$ cat src/rtl/hazard_tracker.sv
// Hazard tracker for the 5-stage MIPS core: carries destination/Tnew through
// E/M/W, computes the D-stage stall, all forwarding selects and the HI/LO
// multiply/divide busy interlock.
module hazard_tracker #(
    parameter int unsigned MULT_CYC = 5,
    parameter int unsigned DIV_CYC  = 10
) (
    input  logic       clk,
    input  logic       reset,
    input  logic [4:0] A1_D,
    input  logic [4:0] A2_D,
    input  logic [4:0] A3_D,
    input  logic [1:0] Tuse_rs,
    input  logic [1:0] Tuse_rt,
    input  logic [1:0] Res_D,
    input  logic [1:0] md_op_D,
    input  logic       flush,
    output logic       stall,
    output logic [1:0] fwd_rs_D,
    output logic [1:0] fwd_rt_D,
    output logic [1:0] fwd_rs_E,
    output logic [1:0] fwd_rt_E,
    output logic       fwd_rt_M,
    output logic       md_busy
);

    localparam int unsigned AW = 5;
    localparam int unsigned TW = 2;
    localparam int unsigned CW = 4;

    localparam logic [1:0] RES_NW  = 2'b00;
    localparam logic [1:0] RES_ALU = 2'b01;
    localparam logic [1:0] RES_DM  = 2'b10;

    localparam logic [1:0] MD_NONE = 2'b00;
    localparam logic [1:0] MD_MULT = 2'b01;
    localparam logic [1:0] MD_DIV  = 2'b10;

    // Stage registers
    logic [AW-1:0] a1_e, a2_e, a3_e;
    logic [TW-1:0] tnew_e;
    logic [1:0]    md_e;
    logic [AW-1:0] a2_m, a3_m;
    logic [TW-1:0] tnew_m;
    logic [AW-1:0] a3_w;
    logic [CW-1:0] md_cnt;

    // D-stage derived attributes
    logic [AW-1:0] a3_d_eff;
    logic [TW-1:0] tnew_d;
    logic          stall_rs, stall_rt, stall_md;

    // Tnew at entry to E from the result class; non-writers carry no destination
    always_comb begin
        tnew_d   = TW'(0);
        a3_d_eff = A3_D;
        case (Res_D)
            RES_ALU: tnew_d = TW'(1);
            RES_DM:  tnew_d = TW'(2);
            default: tnew_d = TW'(0);
        endcase
        if (Res_D == RES_NW) begin
            a3_d_eff = AW'(0);
        end
    end

    // E stage: load D attributes, or a bubble on stall/flush/reset
    always_ff @(posedge clk) begin
        if (!reset || flush || stall) begin
            a1_e   <= AW'(0);
            a2_e   <= AW'(0);
            a3_e   <= AW'(0);
            tnew_e <= TW'(0);
            md_e   <= MD_NONE;
        end else begin
            a1_e   <= A1_D;
            a2_e   <= A2_D;
            a3_e   <= a3_d_eff;
            tnew_e <= tnew_d;
            md_e   <= md_op_D;
        end
    end

    // M and W stages: Tnew counts down toward 0 as the producer advances
    always_ff @(posedge clk) begin
        if (!reset || flush) begin
            a2_m   <= AW'(0);
            a3_m   <= AW'(0);
            tnew_m <= TW'(0);
            a3_w   <= AW'(0);
        end else begin
            a2_m   <= a2_e;
            a3_m   <= a3_e;
            tnew_m <= (tnew_e != TW'(0)) ? tnew_e - TW'(1) : TW'(0);
            a3_w   <= a3_m;
        end
    end

    // HI/LO busy counter; flush does not cancel an operation already past E
    always_ff @(posedge clk) begin
        if (!reset) begin
            md_cnt <= CW'(0);
        end else if (md_e == MD_MULT) begin
            md_cnt <= CW'(MULT_CYC);
        end else if (md_e == MD_DIV) begin
            md_cnt <= CW'(DIV_CYC);
        end else if (md_cnt != CW'(0)) begin
            md_cnt <= md_cnt - CW'(1);
        end
    end

    // Stall when a pending producer cannot deliver in time, or HI/LO is in use
    always_comb begin
        stall_rs = (A1_D != AW'(0)) &&
                   (((A1_D == a3_e) && (tnew_e > Tuse_rs)) ||
                    ((A1_D == a3_m) && (tnew_m > Tuse_rs)));
        stall_rt = (A2_D != AW'(0)) &&
                   (((A2_D == a3_e) && (tnew_e > Tuse_rt)) ||
                    ((A2_D == a3_m) && (tnew_m > Tuse_rt)));
        md_busy  = (md_cnt != CW'(0));
        stall_md = (md_op_D != MD_NONE) &&
                   (md_busy || (md_e == MD_MULT) || (md_e == MD_DIV));
        stall    = stall_rs || stall_rt || stall_md;
    end

    // D-stage forwarding selects, nearest ready producer first
    always_comb begin
        fwd_rs_D = 2'b00;
        fwd_rt_D = 2'b00;
        if (A1_D != AW'(0)) begin
            if ((A1_D == a3_e) && (tnew_e == TW'(0)))      fwd_rs_D = 2'b01;
            else if ((A1_D == a3_m) && (tnew_m == TW'(0))) fwd_rs_D = 2'b10;
            else if (A1_D == a3_w)                         fwd_rs_D = 2'b11;
        end
        if (A2_D != AW'(0)) begin
            if ((A2_D == a3_e) && (tnew_e == TW'(0)))      fwd_rt_D = 2'b01;
            else if ((A2_D == a3_m) && (tnew_m == TW'(0))) fwd_rt_D = 2'b10;
            else if (A2_D == a3_w)                         fwd_rt_D = 2'b11;
        end
    end

    // E-stage and M-stage forwarding selects
    always_comb begin
        fwd_rs_E = 2'b00;
        fwd_rt_E = 2'b00;
        if (a1_e != AW'(0)) begin
            if ((a1_e == a3_m) && (tnew_m == TW'(0))) fwd_rs_E = 2'b01;
            else if (a1_e == a3_w)                    fwd_rs_E = 2'b10;
        end
        if (a2_e != AW'(0)) begin
            if ((a2_e == a3_m) && (tnew_m == TW'(0))) fwd_rt_E = 2'b01;
            else if (a2_e == a3_w)                    fwd_rt_E = 2'b10;
        end
        fwd_rt_M = (a2_m != AW'(0)) && (a2_m == a3_w);
    end

endmodule

$ cat config.mk
export PLATFORM = sky130hd
export DESIGN_NAME = hazard_tracker
export DESIGN_NICKNAME = d
export VERILOG_FILES = /design/src/rtl/hazard_tracker.sv
export SDC_FILE = /design/constraint.sdc
export NUM_CORES = 1
export LEC_CHECK = 0
export ABC_AREA = 1
export CORE_ASPECT_RATIO = 0.75
export CORE_UTILIZATION = 50
export DETAILED_ROUTE_END_ITERATION = 10
export GPL_ROUTABILITY_DRIVEN = 1
export PLACE_DENSITY_LB_ADDON = 0.3
export SYNTH_ARGS = -nofsm -noshare
export SYNTH_HDL_FRONTEND = slang
export SYNTH_SLANG_ARGS = --single-unit
$ cat constraint.sdc
create_clock -name clk -period 1.96 [get_ports clk]
set_clock_uncertainty 0.1 [all_clocks]
set_input_delay 0.49 -clock clk [delete_from_list [all_inputs] [get_ports clk]]
set_output_delay 0.49 -clock clk [all_outputs]
set_load 0.05 [all_outputs]
==> flow_summary.json, run 1 <==
{
  "cts_max_level": 2,
  "end_kind": "primary output",
  "synthTopCellsByCount": "inv_1 (60), nand2_1 (54), nor2_1 (48)",
  "clock_sinks": 40,
  "final_max_slew_viol_count": 0,
  "worstPathMaxFanout": 3,
  "vias": 3159,
  "ys_seq_area_frac": 0.335,
  "grt_pass1_wl_mm": 13.6,
  "placedCellCount": 474,
  "route.layer.met1.wl_mm": 4.43,
  "start_util": 0.529,
  "coreArea_um2": 4520,
  "fin_crit_ns": 2.50,
  "stdcell_count": 500,
  "required_ns": 1.37,
  "grt_overflow": 0,
  "grt_pass1_vias": 2796,
  "wirelength_mm": 12.1,
  "post_dp_cell_area_um2": 3400,
  "design_area_um2": 4230,
  "crit_type": "reg -> out",
  "num_io_pins": 37,
  "port_buffers": 36,
  "drive_gt1_frac": 0.542,
  "clk_pin_slew_ns": 0.07,
  "ant_nets": 0,
  "drt_iter0_markers": 496,
  "place.gp.congestion": 0.888,
  "dr.pass1.iters": 9,
  "netlist.area_leader.share": 0.335,
  "timing.final.crit_share": 1.28,
  "fp.dieW_um": 81.8,
  "ys_ff_latch": 40,
  "cpPeakStageDelay_ns": 0.38,
  "whs_ns": 0.397,
  "synth_fa_ha_area_frac": 0.0576,
  "synthCells": 336,
  "crit_arrival_ns": 1.91,
  "peakVddDrop_v": 0.00129,
  "yosysWarnings": 0,
  "dieArea_um2": 5060,
  "synth-xor-area-share": 0.117,
  "drc": 0,
  "synth_top_area_cell": "dfxtp_1",
  "outcome": "complete, but fails checks",
  "grt_use_total": 0.375,
  "ys_types": 33,
  "mappedNetlistNets": 373,
  "clkLatencyLatePin_ns": 0.31,
  "clk_path_buf_depth": 2,
  "muxShareOfSynthArea": 0,
  "cts_root_buf": "clkbuf_8",
  "start_kind": "flip-flop",
  "critPathSlowestCell": "dfxtp_4",
  "wl_met3_mm": 1.46,
  "slew_headroom": 0.618,
  "rows": 21,
  "dr.max_layer_used": "met4",
  "worstPathCellList": "buf_12 > buf_4 > nand2_1 > nand2_1 > nor2_2 > nand4_1 > inv_1 > o21ai_2 > nor2_4 > buf_12",
  "nets": 480,
  "fmax_mhz": 399,
  "leakagePower_uw": 0.00188,
  "wl_per_cell_um": 24.3,
  "setup_viol": 30,
  "synth-edff-count": 0,
  "violations": "negative setup slack",
  "dominantRegCellSynth": "dfxtp_1",
  "crit_buf_inv": 4,
  "synth.most_common_cell": "inv_1",
  "tightest_slew_ns": 0.566,
  "cts_tree": "built",
  "synth_top_family_by_area": "simple AND/OR/NAND/NOR gates",
  "areaGrowthSynthToFinish_pct": 76.8,
  "dpl.hpwl_mm": 5.27,
  "postLayoutCoreUtil": 0.935,
  "power_density_nw_per_um2": 832,
  "yosys-top-cells-area": "dfxtp_1 (34%), inv_1 (9.4%), nand2_1 (8.5%), nor2_1 (7.5%), xor2_1 (6.6%)",
  "synth-simple-area-share": 0.282,
  "drt-vias-per-instance": 6.32,
  "holdCritPathClass": "reg -> reg",
  "critPathTopFamily": "simple AND/OR/NAND/NOR gates",
  "final-hold-violation-count": 0,
  "maxCapViolations": 0,
  "diodes": 0,
  "numCtsBuffers": 5,
  "place_ws_ns": -0.847,
  "avgSynthCellArea_um2": 7.11,
  "grt_max_degree": 13,
  "rsz0062_at_grt": "yes",
  "worst_slack_ns": -0.545,
  "antenna_found_initial": 0,
  "synth_compound_area_frac": 0.0869,
  "route.met2.wl_mm": 5.21,
  "async_flop_share": 0,
  "die_h_um": 61.9,
  "netlist_area_um2": 2390
}
metal layers:
layer  track usage  up-vias
met5             0        -
met4         0.261        0
met3        0.0891      112
met2         0.632      340
met1         0.430     1439
li1              -     1268
path summary, 6_finish.rpt:
path	start	end	slack (ns)	depth (start not counted)
worst max-delay path	a3_m[3]	fwd_rs_D[1]	-0.54	10
worst min-delay path	tnew_e[0]	tnew_m[0]	0.40	1
worst max register to register	tnew_e[0]	tnew_e[1]	-0.15	14
worst min register to register	tnew_e[0]	tnew_m[0]	0.40	1
stage by stage:
stage	TNS, ns	total power (uW)
5_1_grt	-8.09	3630
3_3_place_gp	-14.64	2410
6_report	-6.30	3520
3_5_place_dp	-15.73	2450
2_1_floorplan	-0.278	1830
4_1_cts	-2.41	3080
cell families after synthesis:
| kind of cell | Yosys count |
|---|---|
| AOI/OAI and AO/OA | 32 |
| xor gates and xnor gates | 32 |
| and+or+nand+nor | 149 |
| DFF | 40 |
| buffers and inverters | 72 |
| adders and majority gates | 11 |
repair_timing:
item,4_1_cts,5_1_grt
pin swaps,41,39
cloned,0,1
setup buffers,7,11
resized for setup,123,91
hold buffers,0,0
endpoints found under the setup margin,29,30
final cells by class:
type	count	area (um^2)
multi-input combinational	224	1860
timing repair buffer	108	1070
clock buffer	5	68.8
fill	140	294
inverter	64	277
clock inverter	2	12.5
tap	57	71.3
sequential	40	862
state kept, by name (all words and copies together) (netlist names):
signal  count
tnew_e      2
a3_m        5
a1_e        5
md_e        2
md_cnt      4
a3_w        5
tnew_m      2
a2_m        5
a2_e        5
a3_e        5
where the power goes:
group          switching, uW  total [uW]  internal [uW]  leakage (uW)
Clock                    314         555            241     0.0000400
Combinational           1070        1960            896       0.00150
Sequential               104         995            891      0.000340
placed cells by master (no fill, tap or decap), drive strengths merged:
cell and instances:
a211oi 1, a21boi 2, a21oi 11, a221oi 2, a31oi 3, buf 90
clkbuf 10, clkdlybuf4s15 1, clkdlybuf4s50 11, clkinv 3, clkinvlp 2, dfxtp 40
dlygate4sd2 1, ha 11, inv 61, nand2 56, nand3 8, nand4 13
nor2 58, nor3 8, nor4 3, o2111ai 1, o21ai 7, o221a 1
o22ai 3, o41ai 1, or2 3, xnor2 14, xor2 18
Power figures use the tool's default switching activity.
==> run 2, diff against run 1 <==
ABC_AREA = unset   (was 1)
==> run 2 against run 1 <==
  * The flow still finishes with violations (negative setup slack)
  * Non-clock buffer count down 4
  * Critical endpoint is now stall
  * Synthesized area increased by 2.3%
  * Fmax decreased by 6.4%
==> flow_summary.json, run 2 <==
{
  "start_kind": "flip-flop",
  "netlist_area_um2": 2440,
  "comb_power_share": 0.496,
  "timing.final.crit_share": 1.37,
  "areaGrowthSynthToFinish_pct": 66.5,
  "cts_tree": "built",
  "crit_arrival_ns": 2.09,
  "outcome": "complete, but fails checks",
  "async_flop_share": 0,
  "yosysWarnings": 0,
  "cts_root_buf": "clkbuf_8",
  "reg2regPathDepth": 7,
  "cpPeakStageDelay_ns": 0.37,
  "clk_pin_slew_ns": 0.09,
  "drt-vias-per-instance": 5.94,
  "synth.most_common_cell": "dfxtp_1",
  "worstPathCellList": "ha_4 > nor2b_4 > a2bb2oi_2 > nor4bb_1 > a211o_1 > or2_4 > buf_12",
  "clockPowerShare": 0.213,
  "drc": 0,
  "switching_share": 0.390,
  "synth_top_family_by_area": "simple AND/OR/NAND/NOR gates",
  "holdCritPathClass": "reg -> reg",
  "final-hold-violation-count": 0,
  "grt_pass1_vias": 2536,
  "numCtsBuffers": 5,
  "leakagePower_uw": 0.00166,
  "worst_slack_ns": -0.717,
  "num_io_pins": 37,
  "coreArea_um2": 4570,
  "end_kind": "primary output",
  "peakVddDrop_v": 0.000892,
  "clkLatencyLatePin_ns": 0.31,
  "tightest_slew_ns": 0.437,
  "final_common_cell": "buf_4",
  "slew_headroom": 0.709,
  "nets": 407,
  "cts_max_level": 2,
  "rsz0062_at_grt": "yes",
  "cp.depth": 7,
  "worstPathMaxFanout": 3,
  "crit_type": "reg -> out",
  "vias": 2541,
  "grt_pass1_wl_mm": 12.4,
  "ys_types": 38,
  "diodes": 0,
  "dpl.hpwl_mm": 4.78,
  "grt_overflow": 0,
  "layout_common_cells": "buf_4 (47), dfxtp_1 (27), nand2_1 (24)",
  "wirelength_mm": 9.08,
  "antenna_found_initial": 0,
  "fmax_mhz": 374,
  "critPathTopFamily": "simple AND/OR/NAND/NOR gates",
  "wl_per_cell_um": 21.2,
  "netSwitchingPower_uw": 1300,
  "clock_sinks": 40,
  "critPathSlowestCell": "dfxtp_4",
  "synth_top_area_cell": "dfxtp_1",
  "place.gp.congestion": 0.881,
  "design_area_um2": 4070,
  "crit_buf_inv": 1,
  "intPower_uw": 2030,
  "post_dp_cell_area_um2": 3380,
  "dieArea_um2": 5170,
  "maxCapViolations": 0,
  "final_max_slew_viol_count": 0,
  "synthTopCellsByCount": "dfxtp_1 (40), xnor2_1 (28), nand2_1 (26), xor2_1 (26), nor3_2 (19)",
  "whs_ns": 0.386,
  "start_util": 0.534,
  "required_ns": 1.37,
  "dr.pass1.iters": 5,
  "die_h_um": 62.5,
  "synth-xor-area-share": 0.194,
  "drive_gt1_frac": 0.501,
  "mappedNetlistNets": 315,
  "avgSynthCellArea_um2": 8.79,
  "clk_path_buf_depth": 2,
  "violations": "negative setup slack",
  "seqPwrFrac": 0.292,
  "power_density_nw_per_um2": 819,
  "synth_compound_area_frac": 0.0763,
  "synth_fa_ha_area_frac": 0.0563,
  "yosys-top-cells-area": "dfxtp_1 (33%), xnor2_1 (10%), xor2_1 (9.3%), nor3_2 (7.8%), ha_1 (5.6%)",
  "drt_iter0_markers": 218,
  "port_buffers": 36,
  "fillers": 167,
  "synth-edff-count": 0,
  "rows": 21,
  "fp.dieW_um": 82.7,
  "ys_ff_latch": 40,
  "fin_crit_ns": 2.68,
  "netlist.area_leader.share": 0.328,
  "hold_path_depth": 1,
  "grt_use_total": 0.329,
  "synthCells": 278,
  "synth-simple-area-share": 0.287,
  "setup_viol": 29,
  "muxShareOfSynthArea": 0,
  "grt_max_degree": 30,
  "dominantRegCellSynth": "dfxtp_1",
  "ys_seq_area_frac": 0.328,
  "ant_nets": 0
}
-- run 2: cell types whose count changed after synthesis, sizes merged, moves of 4 or more --
cell,change
inv,-52
nand2,-30
xor2,+8
o21ai,-7
nand2b,+4
and2,+15
xnor2,+14
nor2,-45
clkbuf,+9
nand4,-10
nor3,+22
-- run 2: worst paths after layout --
kind                                start   endpoint  slack (ns)
worst min register to register  tnew_e[0]  tnew_m[0]        0.39
worst max register to register  tnew_m[1]    a1_e[4]       -0.10
worst max-delay path            tnew_m[1]      stall       -0.72
worst min-delay path            tnew_e[0]  tnew_m[0]        0.39
-- run 2: routing by layer --
layer	up-vias	GRT usage	part of all wire
li1	1112	-	-
met1	1217	0.397	0.41
met2	167	0.538	0.47
met3	45	0.0759	0.078
met4	0	0.162	0.047
met5	-	0	0
-- run 2: power groups by stage --
stage / combinational [uW] / clock, uW / sequential (uW)
2_1_floorplan: 890 / 0 / 959
3_3_place_gp: 1390 / 0 / 973
3_5_place_dp: 1430 / 0 / 976
4_1_cts: 1490 / 702 / 959
5_1_grt: 1740 / 746 / 981
6_report: 1650 / 710 / 972
-- run 2: cell type report --
class                   count  area [um^2]  area share
inverters                  11         41.3      0.0102
multi-input cells         208         1950       0.480
well taps                  57         71.3      0.0175
repair buffers            104         1060       0.260
flip-flops and latches     40          832       0.205
clock inverters             3         46.3      0.0114
clock buffers               5         68.8      0.0169
-- run 2: repair_timing --
action	CTS	global route
hold buffers	0	0
gates resized for setup	106	45
setup endpoints to repair	30	30
pin swaps	37	24
cloned	0	0
setup buffers	14	3
-- run 2: worst register-to-register path, cell delays in order (launching register included) --
cell and delay [ns]:
dfxtp_4 0.37, ha_4 0.27, nor2b_4 0.14, a2bb2oi_2 0.17
nor4bb_1 0.35, a211o_1 0.19, buf_6 0.26, nor3_2 0.09
-- run 2: cell families (layout without fill, tap and decap cells) --
kind of cell	Yosys count	in the layout
AO/OA/AOI/OAI	27	27
AND/OR/NAND/NOR	116	116
flip-flops	40	40
adder cells (fa/ha/maj)	11	11
XOR/XNOR	54	54
buffers and inverters	30	123
-- run 2: metrics by stage --
step / TNS, ns / cells / setup WS, ns / utilization / power [uW]
floorplan: -2.80 / 278 / -0.617 / - / 1850
global placement: -16.68 / 403 / -1.02 / 0.739 / 2370
detailed placement: -17.45 / 403 / -1.03 / 0.739 / 2410
CTS: -4.18 / 425 / -0.656 / 0.830 / 3150
global route: -7.83 / 428 / -0.740 / 0.890 / 3470
finish: -6.46 / 428 / -0.717 / 0.890 / 3330
==> run 3, diff against run 2 <==
CORE_MARGIN = 2   (was unset)
==> run 3 against run 2 <==
  * The flow still finishes with violations (negative setup slack)
  * Sequential share of layout area is 0.93 points higher
  * Largest cell class unchanged
  * Highest routed layer unchanged
  * Global-route usage is 6.2 points lower
  * Critical endpoint unchanged
  * Setup slack better by 0.036 ns
  * Critical path type is now in -> out
  * Core utilization is 5.1 points lower
  * Final cell count is 2.1% lower
  * Total power is 1.6% higher
  * First-iteration DRC count is 9.6% higher
==> flow_summary.json, run 3 (synthesis gave the netlist of run 2 again) <==
{
  "ant_nets": 0,
  "grt_overflow": 0,
  "port_buffers": 36,
  "outcome": "complete, but fails checks",
  "cp.depth": 9,
  "fp.dieW_um": 84.7,
  "rows": 21,
  "cts_root_buf": "clkbuf_8",
  "setup_viol": 10,
  "place_ws_ns": -1.04,
  "worstPathMaxFanout": 2,
  "final_common_cell": "buf_4",
  "required_ns": 1.37,
  "worst_slack_ns": -0.681,
  "end_kind": "primary output",
  "final-hold-violation-count": 0,
  "drt_iter0_markers": 239,
  "min_from": "tnew_e[0]",
  "grt_pass1_vias": 2342,
  "cpPeakStageDelay_ns": 0.28,
  "tightest_slew_ns": 0.401,
  "layout_common_cells": "buf_4 (42), dfxtp_1 (31), xnor2_1 (27)",
  "crit_buf_inv": 3,
  "dpl.hpwl_mm": 4.82,
  "grt_pass1_wl_mm": 11.2,
  "critPathSlowestCell": "or2_4",
  "drt-vias-per-instance": 5.74,
  "start_kind": "input pin",
  "maxCapViolations": 0,
  "cts_max_level": 2,
  "drc": 0,
  "grt_use_total": 0.267,
  "coreArea_um2": 4570,
  "drive_gt1_frac": 0.448,
  "violations": "negative setup slack",
  "holdCritPathClass": "reg -> reg",
  "placedCellCount": 400,
  "nets": 398,
  "numCtsBuffers": 5,
  "fin_crit_ns": 2.64,
  "p_total_uw": 3390,
  "wl_per_cell_um": 19.0,
  "wirelength_mm": 7.98,
  "rsz0062_at_grt": "yes",
  "final_max_slew_viol_count": 0,
  "vias": 2405,
  "cts_tree": "built",
  "power_density_nw_per_um2": 884,
  "die_h_um": 64.5,
  "slew_headroom": 0.733,
  "grt_max_degree": 30,
  "worstPathCellList": "clkdlybuf4s15_2 > inv_2 > ha_4 > nor2b_4 > a2bb2oi_2 > nor4bb_2 > a211o_1 > or2_4 > buf_12",
  "clock_sinks": 40,
  "hold_end": "tnew_m[0]",
  "clk_pin_slew_ns": 0.09,
  "clkLatencyLatePin_ns": 0.30,
  "crit_type": "in -> out",
  "areaGrowthSynthToFinish_pct": 56.8,
  "place.gp.congestion": 0.876,
  "num_io_pins": 37,
  "setup_tns_ns": -4.69,
  "clk_path_buf_depth": 2,
  "timing.final.crit_share": 1.35,
  "reg2regPathDepth": 8,
  "peakVddDrop_v": 0.000883,
  "reg2reg_from": "tnew_m[1]",
  "ctsHoldBuffers": 0,
  "fillers": 233,
  "diodes": 0,
  "stdcell_count": 419,
  "critPathTopFamily": "simple AND/OR/NAND/NOR gates",
  "dr.pass1.iters": 4,
  "leakagePower_uw": 0.00158,
  "dieArea_um2": 5470,
  "fmax_mhz": 379,
  "crit_arrival_ns": 2.05,
  "r2r_setup_slack_ns": 0.03,
  "start_util": 0.534,
  "reg2reg_to": "tnew_e[0]",
  "antenna_found_initial": 0,
  "hold_path_depth": 1
}
## run 3: changes by cell type in the layout (fill, tap and decap cells not counted), sizes merged
cell,before,now
clkinv,0,1
clkbuf,5,8
dlygate4sd2,3,2
inv,12,11
clkinvlp,1,0
buf,90,78
clkdlybuf4s15,0,1
dlymetal6s2s,0,1
## run 3: final cells by class
class / instances / area, um^2 / area share
multi-input combinational: 208 / 1790 / 0.468
clock inverter: 2 / 38.8 / 0.0101
clock buffer: 6 / 82.6 / 0.0215
inverter: 11 / 41.3 / 0.0108
sequential: 40 / 820 / 0.214
timing repair buffer: 95 / 985 / 0.257
tap: 57 / 71.3 / 0.0186
## run 3: what timing repair did
action                                  in CTS  in global routing
pin swaps                                   30                 14
buffers inserted                             7                  3
gates resized for setup                     86                 26
endpoints found under the setup margin      30                 30
gates cloned                                 0                  1
## run 3: stage by stage
step	area, um^2	util	hold WS (ns)
after floorplan	2550	-	0.297
after global placement	3350	0.734	0.302
after detailed placement	3350	0.734	0.326
after CTS	3660	0.800	0.338
after global routing	3830	0.838	0.394
final	3830	0.838	0.379
## run 3: how the worst max path moves through the flow
| stage | start | end | slack, ns |
|---|---|---|---|
| floorplan | A2_D[1] | stall | -0.62 |
| global placement | A1_D[1] | stall | -1.01 |
| detailed placement | A2_D[3] | fwd_rt_D[1] | -1.04 |
| CTS | A2_D[2] | stall | -0.67 |
| global route | A1_D[2] | stall | -0.73 |
| finish | Tuse_rt[1] | stall | -0.68 |
## run 3: worst reg2reg max path, cell delays in order, from the launching register on
cell and delay [ns]:
dfxtp_2 0.41, ha_4 0.23, nor2b_4 0.12, a2bb2oi_2 0.12
nor4bb_2 0.16, a211o_1 0.26, buf_4 0.17, clkbuf_16 0.17
nor3_2 0.12
## run 3: routing by layer
metal	routed length, um	track usage	up-vias
li1	-	-	1090
met1	3270	0.339	1154
met2	3700	0.447	126
met3	692	0.0535	35
met4	317	0.105	0
met5	0	0	-
## run 3: report_power, final
part / switching, uW / total (uW) / internal, uW
sequential: 73.3 / 961 / 888
clock: 311 / 728 / 417
combinational: 888 / 1700 / 812
